<file path="config.mk">
export PLATFORM = sky130hd
export DESIGN_NAME = load_store_unit
export DESIGN_NICKNAME = d
export VERILOG_FILES = /design/src/rtl/core_pkg.sv /design/src/rtl/lsu_lat_cnt.sv /design/src/rtl/load_store_unit.sv
export SDC_FILE = /design/constraint.sdc
export NUM_CORES = 1
export LEC_CHECK = 0
export CAP_MARGIN = 20
export CORE_MARGIN = 3
export CORE_UTILIZATION = 31
export CTS_BUF_LIST = sky130_fd_sc_hd__clkbuf_2
export DETAILED_ROUTE_END_ITERATION = 8
export DONT_BUFFER_PORTS = 1
export PLACE_DENSITY = 0.53
export SETUP_SLACK_MARGIN = 0.1
export SYNTH_ARGS = -nofsm -noshare
export SYNTH_HDL_FRONTEND = slang
export SYNTH_SLANG_ARGS = --single-unit
</file>
<file path="constraint.sdc">
create_clock -name clk_i -period 5.45 [get_ports clk_i]
set_clock_uncertainty 0.2 [all_clocks]
set_input_delay 1.09 -clock clk_i [delete_from_list [all_inputs] [get_ports clk_i]]
set_output_delay 1.09 -clock clk_i [all_outputs]
set_load 0.005 [all_outputs]
</file>
<file path="src/rtl/core_pkg.sv">
// Shared types and constants for the core's load/store path.
// Provides the LSU state encoding, the hard-wired zero register index and
// the default datapath widths used by the load/store unit.
package core_pkg;

  typedef enum logic [1:0] {
    IDLE      = 2'd0,
    STORE     = 2'd1,
    LOAD_WAIT = 2'd2,
    WB        = 2'd3
  } lsu_state_t;

  localparam int unsigned REG_ZERO   = 0;
  localparam int unsigned DATA_W_DEF = 32;
  localparam int unsigned REG_AW_DEF = 5;

endpackage

</file>
<file path="src/rtl/lsu_lat_cnt.sv">
// BRAM read-latency counter for the load/store unit.
// Ports:
//   clk_i    core clock
//   rst_i    asynchronous reset, active-high
//   start_i  load accepted this cycle; restart the count
//   clear_i  abandon/finish the count
//   done_o   read data is valid on the BRAM output this cycle
// The first cycle after start is the address cycle (the BRAM samples the
// registered address at its end); cnt then runs 0..RD_LAT-1 and done_o is
// raised at RD_LAT-1, i.e. RD_LAT+1 cycles after the start edge.
module lsu_lat_cnt #(
  parameter int unsigned RD_LAT = 2
) (
  input  logic clk_i,
  input  logic rst_i,
  input  logic start_i,
  input  logic clear_i,
  output logic done_o
);

  localparam int unsigned CntW = $clog2(RD_LAT + 1);
  localparam logic [CntW-1:0] LastCnt = CntW'(RD_LAT - 1);

  logic [CntW-1:0] cnt_q, cnt_d;
  logic            addr_phase_q, addr_phase_d;

  always_ff @(posedge clk_i or posedge rst_i) begin
    if (rst_i) begin
      cnt_q        <= '0;
      addr_phase_q <= 1'b0;
    end else begin
      cnt_q        <= cnt_d;
      addr_phase_q <= addr_phase_d;
    end
  end

  always_comb begin
    cnt_d        = cnt_q;
    addr_phase_d = addr_phase_q;
    if (clear_i) begin
      cnt_d        = '0;
      addr_phase_d = 1'b0;
    end else if (start_i) begin
      cnt_d        = '0;
      addr_phase_d = 1'b1;
    end else if (addr_phase_q) begin
      addr_phase_d = 1'b0;
    end else if (cnt_q != LastCnt) begin
      // saturate so an idle counter never wraps
      cnt_d = cnt_q + CntW'(1);
    end
  end

  assign done_o = !addr_phase_q && (cnt_q == LastCnt);

endmodule

</file>
<file path="src/rtl/load_store_unit.sv">
// Data-memory access unit for the multicycle core.
// Accepts one load or store per valid/ready handshake, drives the data BRAM
// port, waits RD_LAT cycles for read data and returns loads as a one-cycle
// writeback pulse. Out-of-range addresses raise addr_err_o without touching
// memory.
// Ports:
//   clk_i, rst_i            core clock, asynchronous active-high reset
//   req_valid_i/req_ready_o request handshake (ready = unit idle)
//   req_we_i                1 = store, 0 = load
//   req_addr_i/req_wdata_i  word address / store data
//   req_rd_i                load destination register
//   mem_addr_o/mem_we_o/mem_wdata_o/mem_rdata_i  BRAM port
//   wb_valid_o/wb_addr_o/wb_data_o               load writeback
//   st_done_o               one-cycle store-complete strobe
//   addr_err_o              one-cycle out-of-range strobe
module load_store_unit
  import core_pkg::*;
#(
  parameter int unsigned DATA_W = DATA_W_DEF,
  parameter int unsigned ADDR_W = 32,
  parameter int unsigned MEM_AW = 17,
  parameter int unsigned RD_LAT = 2,
  parameter int unsigned REG_AW = REG_AW_DEF
) (
  input  logic              clk_i,
  input  logic              rst_i,
  input  logic              req_valid_i,
  output logic              req_ready_o,
  input  logic              req_we_i,
  input  logic [ADDR_W-1:0] req_addr_i,
  input  logic [DATA_W-1:0] req_wdata_i,
  input  logic [REG_AW-1:0] req_rd_i,
  output logic [ADDR_W-1:0] mem_addr_o,
  output logic              mem_we_o,
  output logic [DATA_W-1:0] mem_wdata_o,
  input  logic [DATA_W-1:0] mem_rdata_i,
  output logic              wb_valid_o,
  output logic [REG_AW-1:0] wb_addr_o,
  output logic [DATA_W-1:0] wb_data_o,
  output logic              st_done_o,
  output logic              addr_err_o
);

  // Address bits above the implemented BRAM; any of them set is out of range.
  localparam logic [ADDR_W-1:0] HiMask =
      (MEM_AW >= ADDR_W) ? '0 : ~((ADDR_W'(1) << MEM_AW) - ADDR_W'(1));

  lsu_state_t state_q, state_d;

  logic              ready_q;
  logic [ADDR_W-1:0] mem_addr_q;
  logic [DATA_W-1:0] mem_wdata_q;
  logic [REG_AW-1:0] rd_q;
  logic [REG_AW-1:0] wb_addr_q;
  logic [DATA_W-1:0] wb_data_q;
  logic              addr_err_q;
  logic              lat_done;

  logic accept;
  logic out_of_range;
  logic go;

  assign accept       = req_valid_i & ready_q;
  assign out_of_range = |(req_addr_i & HiMask);
  assign go           = accept & ~out_of_range;

  lsu_lat_cnt #(
    .RD_LAT (RD_LAT)
  ) u_lat_cnt (
    .clk_i   (clk_i),
    .rst_i   (rst_i),
    .start_i (go & ~req_we_i),
    .clear_i (state_q == WB),
    .done_o  (lat_done)
  );

  // State register
  always_ff @(posedge clk_i or posedge rst_i) begin
    if (rst_i) begin
      state_q <= IDLE;
    end else begin
      state_q <= state_d;
    end
  end

  // Next-state logic
  always_comb begin
    state_d = state_q;
    unique case (state_q)
      IDLE: begin
        if (go) begin
          state_d = req_we_i ? STORE : LOAD_WAIT;
        end
      end
      STORE:     state_d = IDLE;
      LOAD_WAIT: begin
        if (lat_done) begin
          state_d = WB;
        end
      end
      WB:        state_d = IDLE;
      default:   state_d = IDLE;
    endcase
  end

  // Request and writeback registers
  always_ff @(posedge clk_i or posedge rst_i) begin
    if (rst_i) begin
      ready_q     <= 1'b1;
      mem_addr_q  <= '0;
      mem_wdata_q <= '0;
      rd_q        <= '0;
      wb_addr_q   <= '0;
      wb_data_q   <= '0;
      addr_err_q  <= 1'b0;
    end else begin
      ready_q    <= (state_d == IDLE);
      addr_err_q <= accept & out_of_range;
      if (go) begin
        mem_addr_q <= req_addr_i;
        if (req_we_i) begin
          mem_wdata_q <= req_wdata_i;
        end else begin
          rd_q <= req_rd_i;
        end
      end
      if ((state_q == LOAD_WAIT) && lat_done) begin
        wb_addr_q <= rd_q;
        wb_data_q <= mem_rdata_i;
      end
    end
  end

  // Outputs: strobes decode the state register so reset removes them at once
  always_comb begin
    req_ready_o = ready_q;
    mem_addr_o  = mem_addr_q;
    mem_wdata_o = mem_wdata_q;
    mem_we_o    = (state_q == STORE);
    st_done_o   = (state_q == STORE);
    wb_addr_o   = wb_addr_q;
    wb_data_o   = wb_data_q;
    wb_valid_o  = (state_q == WB) && (wb_addr_q != REG_AW'(REG_ZERO));
    addr_err_o  = addr_err_q;
  end

endmodule

</file>
Word level (Yosys, flattened, before mapping)

Cells that the tools add are included.

Add/sub/neg operators: 1
Equality and inequality tests: 6
Muxes and demuxes: 10
Bitwise operators: 6
Reduce and logical (&&, ||, !) cells: 13

Operators by type and width:

| operator              | number |
|---|---|
| $reduce_or A15 Y1     | 1 |
| $mux W2               | 7 |
| $pmux W2 S3           | 1 |
| $reduce_and A2 Y1     | 3 |
| $reduce_bool A5 Y1    | 1 |
| $and A1 B1 Y1         | 4 |
| $eq A2 B1 Y1 const B  | 2 |
| $eq A2 B2 Y1 const B  | 2 |
| $logic_not A2 Y1      | 2 |
| $logic_and A1 B1 Y1   | 3 |
| $ne A3 B1 Y1 const B  | 1 |
| $reduce_bool A3 Y1    | 1 |
| $add A2 B1 Y2 const B | 1 |
| $mux W1               | 2 |
| $ne A2 B1 Y1 const B  | 1 |
| $not A1 Y1            | 2 |
| $reduce_or A2 Y1      | 1 |
| $logic_not A1 Y1      | 1 |

Register bits: 113
Output and inout bits: 106
Logic and storage cells: 46

Logic depth before layout (Yosys ltp)

Gate-level depths: netlist (run 1).

Depth in word-level cells: 6
Gate-level depth with buffers: 7
Depth with buffers taken out: 6

Modules after synthesis

Synthesis (run 1) repeated with hierarchy kept, for this count alone.

Cells, all modules: 262
Area total of the unflattened synthesis: 4390.5 um^2

Modules (own cells, without submodules):

| module          | instances | cells each | area an instance (um^2) | sequential area each (um^2) |
|---|---|---|---|---|
| load_store_unit | 1         | 248        | 4242.8                  | 2753.9 |
| lsu_lat_cnt     | 1         | 14         | 147.6                   | 75.1 |

Least setup slack after synthesis (run 1)

OpenSTA, ideal clock, no wires.

Kind: input to register
Start point: input req_addr_i[22]
End point: register mem_addr_q[10] (netlist: mem_addr_o[10])
Setup time: 0.125 ns
Arrival time: 2.347 ns
Data required time: 5.125 ns
Slack: 2.779 ns
Stages: 5
Path buffers: 1
Cell sequence: nor4_2 > nand4_1 > nor2_2 > buf_4 > mux2_2

Word-level cells in the longest chain between the ends: 3

RTL lines:

| element              | RTL line               | RTL |
|---|---|---|
| from (decl)          | load_store_unit.sv:30  | `input logic [ADDR_W-1:0] req_addr_i,` |
| $reduce_or A15 Y1    | load_store_unit.sv:64  | `assign out_of_range = \|(req_addr_i & HiMask);` |
| $not A1 Y1           | load_store_unit.sv:65  | `assign go = accept & ~out_of_range;` |
| $and A1 B1 Y1        | load_store_unit.sv:65  |  |
| to (signal assigned) | load_store_unit.sv:120 | `mem_addr_q <= req_addr_i;` |
| to (decl)            | load_store_unit.sv:51  | `logic [ADDR_W-1:0] mem_addr_q;` |

No other way between the ends.
A chain may end at the register's enable or synchronous reset.

Worst setup path in the final report (run 1)

Start point: register state_q[0]
End point: output wb_valid_o

Word-level cells in the longest chain between the ends: 2

RTL lines:

| element                | RTL line               | RTL |
|---|---|---|
| from (decl)            | load_store_unit.sv:48  | `lsu_state_t state_q, state_d;` |
| from (signal assigned) | load_store_unit.sv:82  | `state_q <= state_d;` |
| $eq A2 B2 Y1           | load_store_unit.sv:143 | `wb_valid_o = (state_q == WB) && (wb_addr_q != REG_AW'(REG_ZERO));` |
| $logic_and A1 B1 Y1    | load_store_unit.sv:143 |  |
| to (decl)              | load_store_unit.sv:37  | `output logic wb_valid_o,` |

No other way between the ends.

==> results.toml, run 1 <==
[clock_tree]
cts_htree_levels = 4
clock_sink_count = 113
worstSkewPairLatency_ns = 0.62
root_buffer = "clkbuf_2"
cts_tree = "done"
cts-resized-gates = 0
worst_setup_hold_path_clk_slew_ns = 0.17
cts.repair_timing.setup_buffer_count = 0
cts_inserted_buffers = 17
bufs_on_longest_clock_path = 2
cts.hold.buffers_added = 0

[sta]
final.min_clock_period_ns = 2.87
worst_margin_pin_slew_ns = 0.853
final_min_period_over_clock_period_pct = 52.6
timing.max_slew.rel_slack_pct = 43.0
max_clock_freq_mhz = 349
setup_viol_count_final = 0
totalNegativeSetupSlack_ns = 0
final-hold-violation-count = 0
final_max_slew_viol_count = 0
grt_setup_unrepaired = "no"

[die]
fp.dieArea_mm2 = 0.0156
floorplan.initialDensity_pct = 32.4
io-pin-count = 211
fp.dieH_um = 125
coreArea_mm2 = 0.0135
floorplan.rows = 42
dieWidth_um = 125

[placed_design]
placed_cells_incl_taps = 429
port_buffers = 0
detailed_place_hpwl_um = 6400
gp_routability_congestion = 0.752

[pwr]
power.density_cell_area_mw_per_mm2 = 307
vdd_drop_max_mv = 0.141
overall_power_mw = 1.47
leakage_nw = 2.48

[layout]
final_nets = 378
finalCoreUtilization_pct = 35.5
layout_commonest_cell = "dfrtp_1"
post_layout_nonfiller_instances = 461
insertedDiodeCount = 0
fillers = 1310
final-seq-area_mm2 = 0.00283
commonest_non_fill_non_tap_cells_in_the_layout = "dfrtp_1 (112), mux2_2 (62), mux2_4 (29), clkbuf_2 (19), nor2b_1 (16)"
fraction_of_final_layout_cells_with_drive_strength_greater_than_1_pct = 47.0
area_growth_syn_to_layout_pct = 9.55
footprint_of_the_multi_input_gates_mm2 = 0.00147

[route]
route.detailed.drc = 0
antenna_violating_nets_post_route = 0
detailroute.via_count = 2120
detail_route.first_pass.iterations = 3
detail_route.vias_per_cell = 4.60
route.detailed.wl_per_inst_um = 19.7
wl_um = 9070
first_iter_violations = 53

[logic_synthesis]
synthDistinctLibCells = 28
post_synth_mux_area_share_pct = 25.9
postSynthAreaPerCell_um2 = 16.8
yosys.area_share.adder_pct = 0.286
synth.ff_latch_count = 113
synth_top_family_by_area = "multiplexers"
synthXorXnorAreaFrac_pct = 0.200
synth_sequential_area_ratio_pct = 64.7
post_synth_inst_count = 261
synth_compound_gate_area_share_pct = 1.14
syn-cell-area_mm2 = 0.00437
synth.net_count = 367
number_of_warnings_reported_in_the_yosys_synthesis_log = 0
synth_simple_gate_area_share_pct = 5.66

[setup_path]
cp_slowest_cell = "dfrtp_1"
crit_path_start_kind = "flip-flop"
setup.worst_path.class = "reg -> out"
worst_setup_path_end_kind = "primary output"
cp.depth = 2
ff2ff_path_depth = 4
critical_path.max_fanout = 8
cp.buffers_inverters = 0
worstPathCellList = "nand2_1 -> a21oi_1"
cp_slowest_stage_delay_ns = 0.54
worst_path_dominant_cell_family = "flip-flops"
worst-endpoint-required_ns = 4.16
crit_arrival_ns = 1.58

[global_route]
globalRoute.totalOverflow = 0
initial_antenna_violation_count = 0
global_route.usage.total_pct = 12.0
grt_max_degree = 66
first_global_vias = 2392
grt_first_pass_wirelength_um = 14300

[min_path]
hp-class = "in -> async"

[run]
timing.max_cap.violations = 0

[outcome]
run_status = "completed"
path summary, 6_finish.rpt:
check                                  from               to  slack (ns)
max in group asynchronous             rst_i     wb_addr_o[3]        3.66
worst min-delay path                  rst_i  mem_wdata_o[12]        0.25
worst max register to register  req_ready_o    mem_addr_o[6]        3.04
worst min register to register      rd_q[0]     wb_addr_o[0]        0.32
worst max-delay path             state_q[0]       wb_valid_o        2.58
min in group clk_i                  rd_q[0]     wb_addr_o[0]        0.32
worst reg2reg max path, cell delays in order (launching register included):
cell	delay [ns]
dfstp_2	0.61
nand2_1	0.15
nor2_2	0.62
buf_4	0.36
mux2_2	0.36
power breakdown:
| group | switching (mW) | internal, mW |
|---|---|---|
| Combinational | 0.0363 | 0.0231 |
| Clock | 0.303 | 0.252 |
| Sequential | 0.00660 | 0.849 |
| Total | 0.346 | 1.12 |
per-layer routing:
metal	global-route usage (%)	wire, µm	vias to the layer above	share of wire, %
li1	-	-	938	-
met1	12.9	3520	1046	39
met2	18.4	4380	127	48
met3	7.93	1040	9	11
met4	5.22	139	0	1.5
met5	0	0	-	0
cell type report:
| class | instances | area share, % |
|---|---|---|
| Inverter | 3 | 0.287 |
| Clock buffer | 19 | 1.98 |
| Timing Repair Buffer | 3 | 0.470 |
| Sequential cell | 113 | 59.0 |
| Multi-Input combinational cell | 134 | 30.6 |
| Tap cell | 176 | 4.60 |
| Clock inverter | 13 | 3.00 |
cells in the mapped netlist, drive strengths merged:
master | n | share of area (%)
nand4 | 2 | 0.63
nor4b | 1 | 0.20
nand2 | 3 | 0.26
nor2b | 16 | 2.3
o21ba | 1 | 0.23
buf | 11 | 1.9
ha | 1 | 0.29
mux2 | 91 | 26
dfstp | 1 | 0.60
nor4bb | 1 | 0.23
nor2 | 4 | 0.40
dfrtp | 112 | 64
o31ai | 1 | 0.17
o21bai | 1 | 0.17
inv | 3 | 0.26
a211oi | 2 | 0.34
and4 | 1 | 0.20
a21oi | 1 | 0.11
nor3 | 3 | 0.60
xnor2 | 1 | 0.20
o21ai | 1 | 0.11
nor4 | 3 | 0.86
cell families (layout without fill, tap and decap cells):
logic type	after synthesis	after routing
compound gates	7	7
xor+xnor	1	1
fa+ha+maj	1	1
buf+inv	14	38
flops	113	113
mux	91	91
simple gates	34	34
state kept, by name, summed over array words and instances, names as in the netlist:
signal	flops
mem_addr_o	32
mem_wdata_o	32
wb_data_o	32
rd_q	5
wb_addr_o	5
state_q	2
u_lat_cnt.cnt_q	2
addr_err_o	1
req_ready_o	1
u_lat_cnt.addr_phase_q	1
through the flow:
step / setup WS [ns] / area, µm² / hold slack, ns
2_1_floorplan: 1.17 / 4370 / 0.275
3_3_place_gp: 2.15 / 4550 / 0.282
3_5_place_dp: 2.07 / 4550 / 0.291
4_1_cts: 2.42 / 4790 / 0.170
5_1_grt: 2.35 / 4790 / 0.154
6_report: 2.58 / 4790 / 0.246
No activity file was read; power rests on OpenSTA's default activity.
==> run 2, diff against run 1 <==
==> constraint.sdc (replaced) <==
create_clock -name clk_i -period 2.7 [get_ports clk_i]
set_clock_uncertainty 0.2 [all_clocks]
set_input_delay 0.54 -clock clk_i [delete_from_list [all_inputs] [get_ports clk_i]]
set_output_delay 0.54 -clock clk_i [all_outputs]
set_load 0.005 [all_outputs]
==> results.toml, run 2 (same netlist as run 1, synthesis figures left out) <==
[setup_path]
critical_path.reg2reg.startpoint = "u_lat_cnt.cnt_q[1]"
ff2ff_path_depth = 5
worst-endpoint-required_ns = 1.96
worst_r2r_endpoint = "wb_data_o[15]"
crit_path_start_kind = "flip-flop"
crit_arrival_ns = 1.57
worst_setup_path_end_kind = "primary output"
setup.worst_path.class = "reg -> out"
critical_path.max_fanout = 8
reg2reg_slack_ns = 0.59

[global_route]
initial_antenna_violation_count = 0
grt_max_degree = 114
grt_first_pass_wirelength_um = 16100
global_route.usage.total_pct = 13.2
first_global_vias = 2878
globalRoute.totalOverflow = 0

[clock_tree]
cts_tree = "done"
cts.repair_timing.setup_buffer_count = 0
bufs_on_longest_clock_path = 2
worstSkewPairLatency_ns = 0.62
clock_sink_count = 113
cts_inserted_buffers = 17
root_buffer = "clkbuf_2"
cts_htree_levels = 4
worst_setup_hold_path_clk_slew_ns = 0.17
cts-resized-gates = 0

[layout]
fraction_of_final_layout_cells_with_drive_strength_greater_than_1_pct = 35.6
final_nets = 470
final-seq-area_mm2 = 0.00283
fillers = 1216
commonest_non_fill_non_tap_cells_in_the_layout = "dfrtp_1 (112), dlygate4sd3_1 (91), mux2_2 (62), mux2_4 (29), clkbuf_2 (18)"
footprint_of_the_multi_input_gates_mm2 = 0.00147
layout_commonest_cell = "dfrtp_1"
area_growth_syn_to_layout_pct = 31.1
post_layout_nonfiller_instances = 552
insertedDiodeCount = 0

[die]
fp.dieArea_mm2 = 0.0156
io-pin-count = 211
dieWidth_um = 125
fp.dieH_um = 125
floorplan.initialDensity_pct = 32.4
floorplan.rows = 42
coreArea_mm2 = 0.0135

[route]
route.detailed.wl_per_inst_um = 17.6
route.detailed.drc = 0
detail_route.vias_per_cell = 4.61
wl_um = 9740
detailroute.via_count = 2546
wl_met1_um = 3700
detail_route.first_pass.iterations = 4
top_layer = "met4"
first_iter_violations = 52
met2_wirelength_um = 4910
antenna_violating_nets_post_route = 0
detailroute.wirelength.met3_um = 954

[placed_design]
detailed_place_hpwl_um = 6110
port_buffers = 0
gp_routability_congestion = 0.717
place_ws_ns = 0.390
placed_cells_incl_taps = 430

[pwr]
power.density_cell_area_mw_per_mm2 = 537
leakage_nw = 2.85
vdd_drop_max_mv = 0.216
overall_power_mw = 3.08

[min_path]
hold_path_startpoint = "req_addr_i[20]"
hold-path-endpoint = "addr_err_o"
hp-class = "in -> reg"
min_delay_path_depth = 3

[sta]
max_clock_freq_mhz = 433
final.min_clock_period_ns = 2.31
grt_setup_unrepaired = "no"
timing.max_slew.rel_slack_pct = 60.6
hold_slack_ns = 0.136
setup_ws_ns = 0.392
totalNegativeSetupSlack_ns = 0
final-hold-violation-count = 0
final_max_slew_viol_count = 0
worst_margin_pin_slew_ns = 0.590
setup_viol_count_final = 0
final_min_period_over_clock_period_pct = 85.5

[run]
timing.max_cap.violations = 0

[outcome]
run_status = "completed"
==> run 2: what timing repair did <==
action                     CTS  global route
setup endpoints to repair    0             0
hold buffers                91             0
hold endpoints to repair   204             0
==> run 2: cell type report <==
cell class	count	share of cell area [%]
clock buffer	18	1.57
clock inverter	13	2.53
inverter	3	0.262
multi-input combinational	134	25.6
sequential	113	49.3
tap	176	3.84
timing repair buffer	95	16.8
==> run 2: stage by stage <==
step	area [µm²]	utilization, %
5_1_grt	5730	42.4
4_1_cts	5730	42.4
3_3_place_gp	4590	34.0
2_1_floorplan	4380	-
6_report	5730	42.4
3_5_place_dp	4590	34.0
==> run 2: worst max-delay path: stages, from the launching register on <==
cell     delay [ns]
dfrtp_1        0.55
nand2_1        0.15
a21oi_1        0.24
==> run 2: per-layer routing <==
metal	global-route usage, %	vias up
met5	0	-
met4	4.71	0
met3	6.82	13
met2	21.6	130
met1	14.8	1276
li1	-	1127
==> run 2: worst max-delay path by stage <==
stage                   start  slack, ns  depth (start not counted)             end
6_report           state_q[0]       0.39                          2      wb_valid_o
5_1_grt            state_q[0]       0.19                          2      wb_valid_o
4_1_cts            state_q[0]       0.22                          2      wb_valid_o
3_5_place_dp   req_addr_i[27]       0.39                          4         rd_q[3]
3_3_place_gp   req_addr_i[22]       0.41                          4         rd_q[4]
2_1_floorplan  req_addr_i[22]       0.58                          5  mem_addr_o[10]
==> run 2: report_power, final <==
group	leakage (nW)	internal, mW	switching (mW)
registers	1.57	1.71	0.0113
logic	1.14	0.135	0.0938
clock network	0.140	0.499	0.629
total	2.85	2.35	0.734
